<file path="config.mk">
export PLATFORM = sky130hd
export DESIGN_NAME = branch_predict_ctrl_flat
export DESIGN_NICKNAME = d
export VERILOG_FILES = /design/src/rtl/branch_predict_ctrl_if.sv /design/src/rtl/branch_predict_ctrl.sv /design/src/flat_wrapper.sv
export SDC_FILE = /design/constraint.sdc
export NUM_CORES = 1
export LEC_CHECK = 0
export CAP_MARGIN = 15
export CORE_ASPECT_RATIO = 1.2
export CORE_MARGIN = 2
export CORE_UTILIZATION = 32
export CTS_CLUSTER_DIAMETER = 80
export DETAILED_ROUTE_END_ITERATION = 6
export GPL_TIMING_DRIVEN = 0
export PLACE_DENSITY = 0.76
export SKIP_CTS_REPAIR_TIMING = 1
export SLEW_MARGIN = 20
export SYNTH_ARGS = -nofsm -noshare
export SYNTH_HDL_FRONTEND = slang
export SYNTH_SLANG_ARGS = --single-unit
</file>
<file path="constraint.sdc">
create_clock -name clk -period 5.2 [get_ports clk]
set_clock_uncertainty 0.15 [all_clocks]
set_input_delay 1.04 -clock clk [delete_from_list [all_inputs] [get_ports clk]]
set_output_delay 1.04 -clock clk [all_outputs]
set_load 0.01 [all_outputs]
</file>
<file path="src/rtl/branch_predict_ctrl_if.sv">
// Fetch/execute signal bundle between the pipeline and the branch predictor.
// The master side drives fetch and execute inputs; the slave side is the predictor.
interface branch_predict_ctrl_if #(
  parameter int unsigned ADDR_WIDTH = 32,
  parameter int unsigned CNT_WIDTH  = 16
);
  logic [ADDR_WIDTH-1:0] pcF;
  logic [6:0]            opcodeF;
  logic [ADDR_WIDTH-1:0] pcTargetF;
  logic                  predictTakenF;
  logic [ADDR_WIDTH-1:0] predPCF;

  logic                  branchE;
  logic                  takenE;
  logic                  predTakenE;
  logic [ADDR_WIDTH-1:0] pcE;
  logic [ADDR_WIDTH-1:0] pcTargetE;
  logic [ADDR_WIDTH-1:0] pcPlus4E;
  logic                  redirectE;
  logic [ADDR_WIDTH-1:0] redirectPC;
  logic                  flushD;
  logic                  flushE;

  logic [CNT_WIDTH-1:0]  branchCount;
  logic [CNT_WIDTH-1:0]  mispredictCount;

  modport master (
    output pcF, opcodeF, pcTargetF,
    output branchE, takenE, predTakenE, pcE, pcTargetE, pcPlus4E,
    input  predictTakenF, predPCF, redirectE, redirectPC, flushD, flushE,
    input  branchCount, mispredictCount
  );

  modport slave (
    input  pcF, opcodeF, pcTargetF,
    input  branchE, takenE, predTakenE, pcE, pcTargetE, pcPlus4E,
    output predictTakenF, predPCF, redirectE, redirectPC, flushD, flushE,
    output branchCount, mispredictCount
  );
endinterface

</file>
<file path="src/rtl/branch_predict_ctrl.sv">
// 2-bit saturating-counter branch predictor with execute-stage mispredict redirect
// and saturating branch/mispredict statistics.
module branch_predict_ctrl #(
  parameter int unsigned INDEX_BITS = 4,
  parameter int unsigned ADDR_WIDTH = 32,
  parameter int unsigned CNT_WIDTH  = 16
) (
  input  logic                 clk,
  input  logic                 rst,
  input  logic                 stall,
  branch_predict_ctrl_if.slave bp
);

  localparam int unsigned ENTRIES    = 1 << INDEX_BITS;
  localparam logic [6:0]  OPC_BRANCH = 7'b1100011;
  localparam logic [1:0]  CTR_WNT    = 2'b01;
  localparam logic [1:0]  CTR_ST     = 2'b11;
  localparam logic [1:0]  CTR_SNT    = 2'b00;

  logic [ENTRIES-1:0][1:0] table_q, table_d;
  logic [CNT_WIDTH-1:0]    br_cnt_q, br_cnt_d;
  logic [CNT_WIDTH-1:0]    mis_cnt_q, mis_cnt_d;

  logic [INDEX_BITS-1:0]   f_idx_c;
  logic [INDEX_BITS-1:0]   e_idx_c;
  logic                    update_c;
  logic                    mispredict_c;
  logic                    unused_pc_bits;

  assign f_idx_c = bp.pcF[INDEX_BITS+1:2];
  assign e_idx_c = bp.pcE[INDEX_BITS+1:2];

  // Gating with ~rst keeps an undefined branchE during reset from leaking out.
  assign update_c     = bp.branchE & ~stall & ~rst;
  assign mispredict_c = update_c & (bp.takenE ^ bp.predTakenE);

  assign bp.predictTakenF = ~rst & (bp.opcodeF == OPC_BRANCH) & table_q[f_idx_c][1];
  assign bp.predPCF       = bp.predictTakenF ? bp.pcTargetF : bp.pcF + ADDR_WIDTH'(4);

  assign bp.redirectE  = mispredict_c;
  assign bp.redirectPC = bp.takenE ? bp.pcTargetE : bp.pcPlus4E;
  assign bp.flushD     = mispredict_c;
  assign bp.flushE     = mispredict_c;

  assign bp.branchCount     = br_cnt_q;
  assign bp.mispredictCount = mis_cnt_q;

  // Tag-free table: PC bits outside the index field are intentionally ignored.
  assign unused_pc_bits = ^{bp.pcF[ADDR_WIDTH-1:INDEX_BITS+2], bp.pcF[1:0],
                            bp.pcE[ADDR_WIDTH-1:INDEX_BITS+2], bp.pcE[1:0]};

  always_comb begin
    table_d   = table_q;
    br_cnt_d  = br_cnt_q;
    mis_cnt_d = mis_cnt_q;
    if (update_c) begin
      if (bp.takenE && (table_q[e_idx_c] != CTR_ST)) begin
        table_d[e_idx_c] = table_q[e_idx_c] + 2'd1;
      end else if (!bp.takenE && (table_q[e_idx_c] != CTR_SNT)) begin
        table_d[e_idx_c] = table_q[e_idx_c] - 2'd1;
      end
      if (br_cnt_q != {CNT_WIDTH{1'b1}}) begin
        br_cnt_d = br_cnt_q + CNT_WIDTH'(1);
      end
      if (mispredict_c && (mis_cnt_q != {CNT_WIDTH{1'b1}})) begin
        mis_cnt_d = mis_cnt_q + CNT_WIDTH'(1);
      end
    end
  end

  always_ff @(posedge clk) begin
    if (rst) begin
      table_q   <= {ENTRIES{CTR_WNT}};
      br_cnt_q  <= '0;
      mis_cnt_q <= '0;
    end else begin
      table_q   <= table_d;
      br_cnt_q  <= br_cnt_d;
      mis_cnt_q <= mis_cnt_d;
    end
  end

endmodule

</file>
<file path="src/flat_wrapper.sv">
// flat-port wrapper written by rule: the top's interface ports become plain ports
module branch_predict_ctrl_flat 
#(
  parameter int unsigned INDEX_BITS = 4,
  parameter int unsigned ADDR_WIDTH = 32,
  parameter int unsigned CNT_WIDTH  = 16
)
  (clk, rst, stall, bp_pcF, bp_opcodeF, bp_pcTargetF, bp_branchE, bp_takenE, bp_predTakenE, bp_pcE, bp_pcTargetE, bp_pcPlus4E, bp_predictTakenF, bp_predPCF, bp_redirectE, bp_redirectPC, bp_flushD, bp_flushE, bp_branchCount, bp_mispredictCount);
  branch_predict_ctrl_if #(.ADDR_WIDTH(ADDR_WIDTH), .CNT_WIDTH(CNT_WIDTH)) bp_i ();
  input  logic clk;
  input  logic rst;
  input  logic stall;
  input wire logic [$bits(bp_i.pcF)-1:0] bp_pcF;
  input wire logic [$bits(bp_i.opcodeF)-1:0] bp_opcodeF;
  input wire logic [$bits(bp_i.pcTargetF)-1:0] bp_pcTargetF;
  input wire logic [$bits(bp_i.branchE)-1:0] bp_branchE;
  input wire logic [$bits(bp_i.takenE)-1:0] bp_takenE;
  input wire logic [$bits(bp_i.predTakenE)-1:0] bp_predTakenE;
  input wire logic [$bits(bp_i.pcE)-1:0] bp_pcE;
  input wire logic [$bits(bp_i.pcTargetE)-1:0] bp_pcTargetE;
  input wire logic [$bits(bp_i.pcPlus4E)-1:0] bp_pcPlus4E;
  output wire logic [$bits(bp_i.predictTakenF)-1:0] bp_predictTakenF;
  output wire logic [$bits(bp_i.predPCF)-1:0] bp_predPCF;
  output wire logic [$bits(bp_i.redirectE)-1:0] bp_redirectE;
  output wire logic [$bits(bp_i.redirectPC)-1:0] bp_redirectPC;
  output wire logic [$bits(bp_i.flushD)-1:0] bp_flushD;
  output wire logic [$bits(bp_i.flushE)-1:0] bp_flushE;
  output wire logic [$bits(bp_i.branchCount)-1:0] bp_branchCount;
  output wire logic [$bits(bp_i.mispredictCount)-1:0] bp_mispredictCount;
  assign bp_i.pcF = bp_pcF;
  assign bp_i.opcodeF = bp_opcodeF;
  assign bp_i.pcTargetF = bp_pcTargetF;
  assign bp_i.branchE = bp_branchE;
  assign bp_i.takenE = bp_takenE;
  assign bp_i.predTakenE = bp_predTakenE;
  assign bp_i.pcE = bp_pcE;
  assign bp_i.pcTargetE = bp_pcTargetE;
  assign bp_i.pcPlus4E = bp_pcPlus4E;
  assign bp_predictTakenF = bp_i.predictTakenF;
  assign bp_predPCF = bp_i.predPCF;
  assign bp_redirectE = bp_i.redirectE;
  assign bp_redirectPC = bp_i.redirectPC;
  assign bp_flushD = bp_i.flushD;
  assign bp_flushE = bp_i.flushE;
  assign bp_branchCount = bp_i.branchCount;
  assign bp_mispredictCount = bp_i.mispredictCount;
  branch_predict_ctrl #(.INDEX_BITS(INDEX_BITS), .ADDR_WIDTH(ADDR_WIDTH), .CNT_WIDTH(CNT_WIDTH)) u_core (.clk(clk), .rst(rst), .stall(stall), .bp(bp_i));
endmodule
</file>
==> flow_metrics.env, run 1 <==
export IMPL_pwr_share_clk_pct=43.9
export IMPL_critical_path_arrival_ns=3.88
export IMPL_power_frac_seq_pct=33.6
export IMPL_cp_max_fo=10
export IMPL_ys_ff_latch=64
export IMPL_cts_tree="yes"
export IMPL_finalWorstSetupSlack_ns=0.126
export IMPL_finalCritPeriodShare_pct=97.6
export IMPL_routabilityCongestion=0.889
export IMPL_cpMaxStageDelayCell="mux4_2"
export IMPL_track_usage_pct=21.4
export IMPL_synth_edff_count=0
export IMPL_path_clk_slew_ns=0.06
export IMPL_syn_inst=529
export IMPL_cpPeakStageDelay_ns=0.50
export IMPL_synth_cell_types=45
export IMPL_p_sw_uw=355
export IMPL_final_util_pct=53.2
export IMPL_cp_top_family="buffers and inverters"
export IMPL_swShare_pct=24.1
export IMPL_synth_fp_nets=707
export IMPL_drive_gt1_share_pct=14.2
export IMPL_crit_type="input port to output port"
export IMPL_synth_area_per_cell_um2=8.72
export IMPL_clock_path_buffers=2
export IMPL_ioPinCount=273
export IMPL_yosysWarnings=0
export IMPL_numCtsBuffers=9
export IMPL_power_frac_comb_pct=22.5
export IMPL_path_cells="clkdlybuf4s50_1 -> clkbuf_4 -> mux4_2 -> nor2b_1 -> a211o_1 -> nand3_2 -> clkbuf_4 -> mux2_2 -> clkdlybuf4s50_1"
export IMPL_max_freq_ghz=0.197
export IMPL_setup_tns_final_ns=0
export IMPL_holdWs_ns=0.310
export IMPL_die_x_um=114
export IMPL_async_flop_share_pct=0
export IMPL_finalHoldViolCount=0
export IMPL_hold_path_class="flop to flop"
export IMPL_dpl_instance_area_um2=7220
export IMPL_slew_headroom_pct=44.1
export IMPL_drcViolationCount=0
export IMPL_routed_wl_um=17200
export IMPL_clk_latency_ns=0.32
export IMPL_h_tree_depth=3
export IMPL_die_h_um=135
export IMPL_drtIter0Drc=317
export IMPL_total_power_mw=1.47
export IMPL_rsz0062_at_grt="no"
export IMPL_synth_flop_cell="dfxtp_1"
export IMPL_critPathRequiredTime_ns=4.01
export IMPL_antenna_found_initial=0
export IMPL_synthesis_area_um2=4610
export IMPL_via_count=4960
export IMPL_num_rows=48
export IMPL_area_growth_pct=64.3
export IMPL_dr_pass1_iters=5
export IMPL_p_leak_nw=2.67
export IMPL_die_area_um2=15400
export IMPL_cap_violations=0
export IMPL_clockRootBuffer="clkbuf_16"
export IMPL_final_nets=956
export IMPL_clock_sinks=64
export IMPL_start_util_pct=32.4
export IMPL_ant_nets=0
export IMPL_dp_cells=942
export IMPL_ir_drop_mv=0.169
export IMPL_final_cells=958
export IMPL_vias_per_cell=5.18
export IMPL_drv_slew=0
export IMPL_fin_crit_ns=5.07
export IMPL_yosysSeqAreaShare_pct=27.8
export IMPL_core_area_um2=14200
export IMPL_avgRoutedWirePerCell_um=17.9
export IMPL_setup_viol=0
export IMPL_outcome="finished, final reports clean"
export IMPL_grt_start_max_net_pins=13
export IMPL_p_per_area_nw_per_um2=194
export IMPL_p_int_mw=1.12
export IMPL_antenna_cells=0
export IMPL_final_cell_mix="clkdlybuf4s50_1 (235), mux2_2 (67), dfxtp_1 (64)"
export IMPL_worstMarginPinSlew_ns=0.827
export IMPL_hpwl_um=13600
export IMPL_grt_first_pass_wirelength_um=25800
export IMPL_endpoint_kind="output port"
export IMPL_numPortBuffers=238
export IMPL_start_kind="input port"
export IMPL_cp_num_buf_inv=4
export IMPL_dp_slack_ns=-0.317
export IMPL_overflow=0
export IMPL_final_common_cell="clkdlybuf4s50_1"
export IMPL_final_cell_area_um2=7580
export IMPL_grt_pass1_vias=4735
power by group through the flow:
stage | Clock (mW) | Combinational [mW] | Sequential, mW
after global routing | 0.673 | 0.351 | 0.495
after CTS | 0.655 | 0.332 | 0.495
after floorplan | 0 | 0.114 | 0.506
after global placement | 0 | 0.328 | 0.506
final | 0.645 | 0.331 | 0.495
after detailed placement | 0 | 0.329 | 0.506
cells in the mapped netlist (9+ instances only):
cell type	count	area share, %
mux2i_1	19	4.1
xnor2_1	39	7.4
xor2_1	13	2.5
nand2_1	44	3.6
mux4_2	10	4.9
dfxtp_1	64	28
and3_1	10	1.4
nand3b_1	12	2.0
nand4_1	16	2.2
a21oi_1	17	1.8
nor4_1	10	1.4
nand3_1	27	2.9
o21ai_0	26	2.8
nand2b_1	9	1.2
clkbuf_1	21	1.7
nor2_1	50	4.1
mux2_2	67	16
area by class of cell:
| type | instances | area, um^2 |
|---|---|---|
| Buffer | 31 | 150 |
| Clock buffer | 9 | 225 |
| Clock inverter | 7 | 95.1 |
| Fill cell | 1337 | 6660 |
| Inverter | 5 | 18.8 |
| Multi-Input combinational cell | 429 | 3200 |
| Sequential cell | 64 | 1280 |
| Tap cell | 175 | 219 |
| Timing Repair Buffer | 238 | 2390 |
final timing paths:
kind              cells after the start  slack (ns)      start              to
setup / recovery                      9        0.13  bp_pcF[2]  bp_predPCF[27]
hold / removal                        1        0.31       flop            flop
setup reg to reg                      9        1.51       flop            flop
hold reg to reg                       1        0.31       flop            flop
routing by layer:
metal  track usage (%)  vias up  part of all wire (%)
met3              6.09       17                   9.4
met2              37.3      201                    48
met4              5.56        0                   1.7
li1                  -     2420                     -
met1              26.0     2322                    41
met5                 0        -                     0
logic make-up (layout without fill, tap and decap cells):
family / Yosys count / count (layout) / share of synthesized area [%]
AO/OA/AOI/OAI: 59 / 59 / 7.52
XOR/XNOR: 52 / 52 / 9.88
adder cells (fa/ha/maj): 5 / 5 / 1.36
buffers and inverters: 36 / 290 / 3.23
flip-flops: 64 / 64 / 27.8
multiplexers: 96 / 96 / 25.4
AND/OR/NAND/NOR: 217 / 217 / 24.9
Note: power is estimated with default switching activity, not from simulation.
==> run 2: changes to the inputs <==
--- a/config.mk
+++ b/config.mk
@@ -13,6 +13,7 @@
 export DETAILED_ROUTE_END_ITERATION = 6
 export GPL_TIMING_DRIVEN = 0
 export PLACE_DENSITY = 0.76
+export REMOVE_ABC_BUFFERS = 1
 export SKIP_CTS_REPAIR_TIMING = 1
 export SLEW_MARGIN = 20
 export SYNTH_ARGS = -nofsm -noshare
==> run 2 against run 1 <==
Compared with the run above:
- total power down 4.8%
- sequential power is essentially flat
- non-clock buffer count down 23
- largest power group unchanged
- count of clock-buffer cells in the layout is 1 higher
- first-iteration DRC count shrank 22%
- combinational power fell by 3%
- routed wire length shrank 11%
- critical path depth fell by 1
- final cell count shrank 2.4%
- via count shrank 2.8%
- clock power decreased by 9.3%
==> flow_metrics.env, run 2 (same netlist as run 1, synthesis figures left out) <==
export IMPL_outcome="finished, final reports clean"
export IMPL_ant_nets=0
export IMPL_area_growth_pct=63.3
export IMPL_endpoint_kind="output port"
export IMPL_start_util_pct=32.4
export IMPL_core_area_um2=14200
export IMPL_max_freq_ghz=0.201
export IMPL_clock_path_buffers=2
export IMPL_critPathRequiredTime_ns=4.01
export IMPL_die_x_um=114
export IMPL_hpwl_um=12100
export IMPL_track_usage_pct=19.7
export IMPL_crit_end="bp_predPCF[21]"
export IMPL_numCtsBuffers=9
export IMPL_hold_path_class="flop to flop"
export IMPL_setup_viol=0
export IMPL_clk_latency_ns=0.33
export IMPL_grt_start_max_net_pins=69
export IMPL_p_per_area_nw_per_um2=186
export IMPL_die_h_um=135
export IMPL_critical_path_arrival_ns=3.78
export IMPL_slew_headroom_pct=45.4
export IMPL_grt_pass1_vias=4697
export IMPL_h_tree_depth=3
export IMPL_antenna_cells=0
export IMPL_cpPeakStageDelay_ns=0.55
export IMPL_worstMarginPinSlew_ns=0.817
export IMPL_cp_top_family="buffers and inverters"
export IMPL_numPortBuffers=244
export IMPL_rsz0062_at_grt="no"
export IMPL_clock_sinks=64
export IMPL_vias_per_cell=5.16
export IMPL_via_count=4822
export IMPL_final_nets=933
export IMPL_fin_crit_ns=4.97
export IMPL_cpMaxStageDelayCell="mux4_2"
export IMPL_cap_violations=0
export IMPL_grt_first_pass_wirelength_um=24000
export IMPL_final_cells=935
export IMPL_avgRoutedWirePerCell_um=16.4
export IMPL_dr_pass1_iters=4
export IMPL_cp_depth=8
export IMPL_drive_gt1_share_pct=14.1
export IMPL_path_clk_slew_ns=0.05
export IMPL_rr_endpoint="u_core.table_q[7]$_SDFFE_PP0P_"
export IMPL_worst_r2r_setup_slack_ns=1.73
export IMPL_die_area_um2=15400
export IMPL_reg2regPathDepth=10
export IMPL_setup_tns_final_ns=0
export IMPL_final_common_cell="clkdlybuf4s50_1"
export IMPL_routabilityCongestion=0.865
export IMPL_cp_max_fo=23
export IMPL_final_cell_mix="clkdlybuf4s50_1 (238), mux2_2 (67), dfxtp_1 (64)"
export IMPL_holdWs_ns=0.308
export IMPL_drtIter0Drc=246
export IMPL_finalCritPeriodShare_pct=95.6
export IMPL_crit_type="input port to output port"
export IMPL_finalHoldViolCount=0
export IMPL_path_cells="dlymetal6s2s_1 -> mux4_2 -> nor2b_1 -> a211o_1 -> nand3_2 -> buf_16 -> mux2_2 -> clkdlybuf4s50_1"
export IMPL_cts_tree="yes"
export IMPL_dp_cells=919
export IMPL_p_leak_nw=2.68
export IMPL_num_rows=48
export IMPL_ioPinCount=273
export IMPL_ir_drop_mv=0.150
export IMPL_nFillCells=1317
export IMPL_antenna_found_initial=0
export IMPL_start_kind="input port"
export IMPL_overflow=0
export IMPL_routed_wl_um=15400
export IMPL_clockRootBuffer="clkbuf_16"
export IMPL_drv_slew=0
export IMPL_crit_path_start="bp_pcF[2]"
export IMPL_drcViolationCount=0
export IMPL_cp_num_buf_inv=3
run 2: metal layers:
metal | wire length (um) | vias to the layer above | global-route usage, %
met5 | 0 | - | 0
met4 | 415 | 0 | 7.52
met3 | 1530 | 31 | 6.71
met2 | 7430 | 194 | 34.7
met1 | 5990 | 2227 | 21.8
li1 | - | 2370 | -
run 2: cell type report:
type | instances | area, um^2 | area share (%)
clock buffers | 10 | 229 | 3.04
flip-flops and latches | 64 | 1280 | 17.0
clock inverters | 6 | 60.1 | 0.798
multi-input cells | 429 | 3230 | 42.9
repair buffers | 246 | 2490 | 33.1
well taps | 175 | 219 | 2.91
inverters | 5 | 18.8 | 0.249
run 2: worst register-to-register path, stage by stage, from the launching register on:
cell,delay [ns]
dfxtp_1,0.31
mux2_2,0.25
o21ai_0,0.52
mux4_2,0.39
inv_1,0.05
ha_1,0.20
mux2i_1,0.28
nand4_1,0.39
nor3_1,0.50
mux2i_1,0.24
nor2_1,0.05
run 2: where the power goes:
group	total, mW	internal [mW]	switching [mW]	leakage [nW]
Combinational	0.321	0.204	0.116	2.02
Sequential	0.495	0.493	0.00226	0.516
Clock	0.585	0.368	0.217	0.138
run 2: how the worst min path moves through the flow:
stage / slack, ns / to / from / depth (start not counted)
after floorplan: 0.28 / flop / flop / 1
after global routing: 0.33 / flop / flop / 1
after detailed placement: 0.30 / flop / flop / 1
after CTS: 0.31 / flop / flop / 1
after global placement: 0.30 / flop / flop / 1
final: 0.31 / flop / flop / 1
run 2: per-stage QoR:
step | setup slack [ns] | power (mW) | area [um^2] | util (%)
floorplan | 0.909 | 0.599 | 4480 | -
global placement | -2.19 | 0.823 | 7140 | 50.2
detailed placement | -0.451 | 0.826 | 7210 | 50.6
CTS | -0.180 | 1.41 | 7500 | 52.7
global route | 0.0821 | 1.46 | 7530 | 52.9
finish | 0.230 | 1.40 | 7530 | 52.9
==> run 3: changes to the inputs <==
--- a/config.mk
+++ b/config.mk
@@ -19,3 +19,4 @@
 export SYNTH_ARGS = -nofsm -noshare
 export SYNTH_HDL_FRONTEND = slang
 export SYNTH_SLANG_ARGS = --single-unit
+export TNS_END_PERCENT = 30
==> results of run 3 <==
No change in the layout: final DEF, timing and power equal those of run 2.
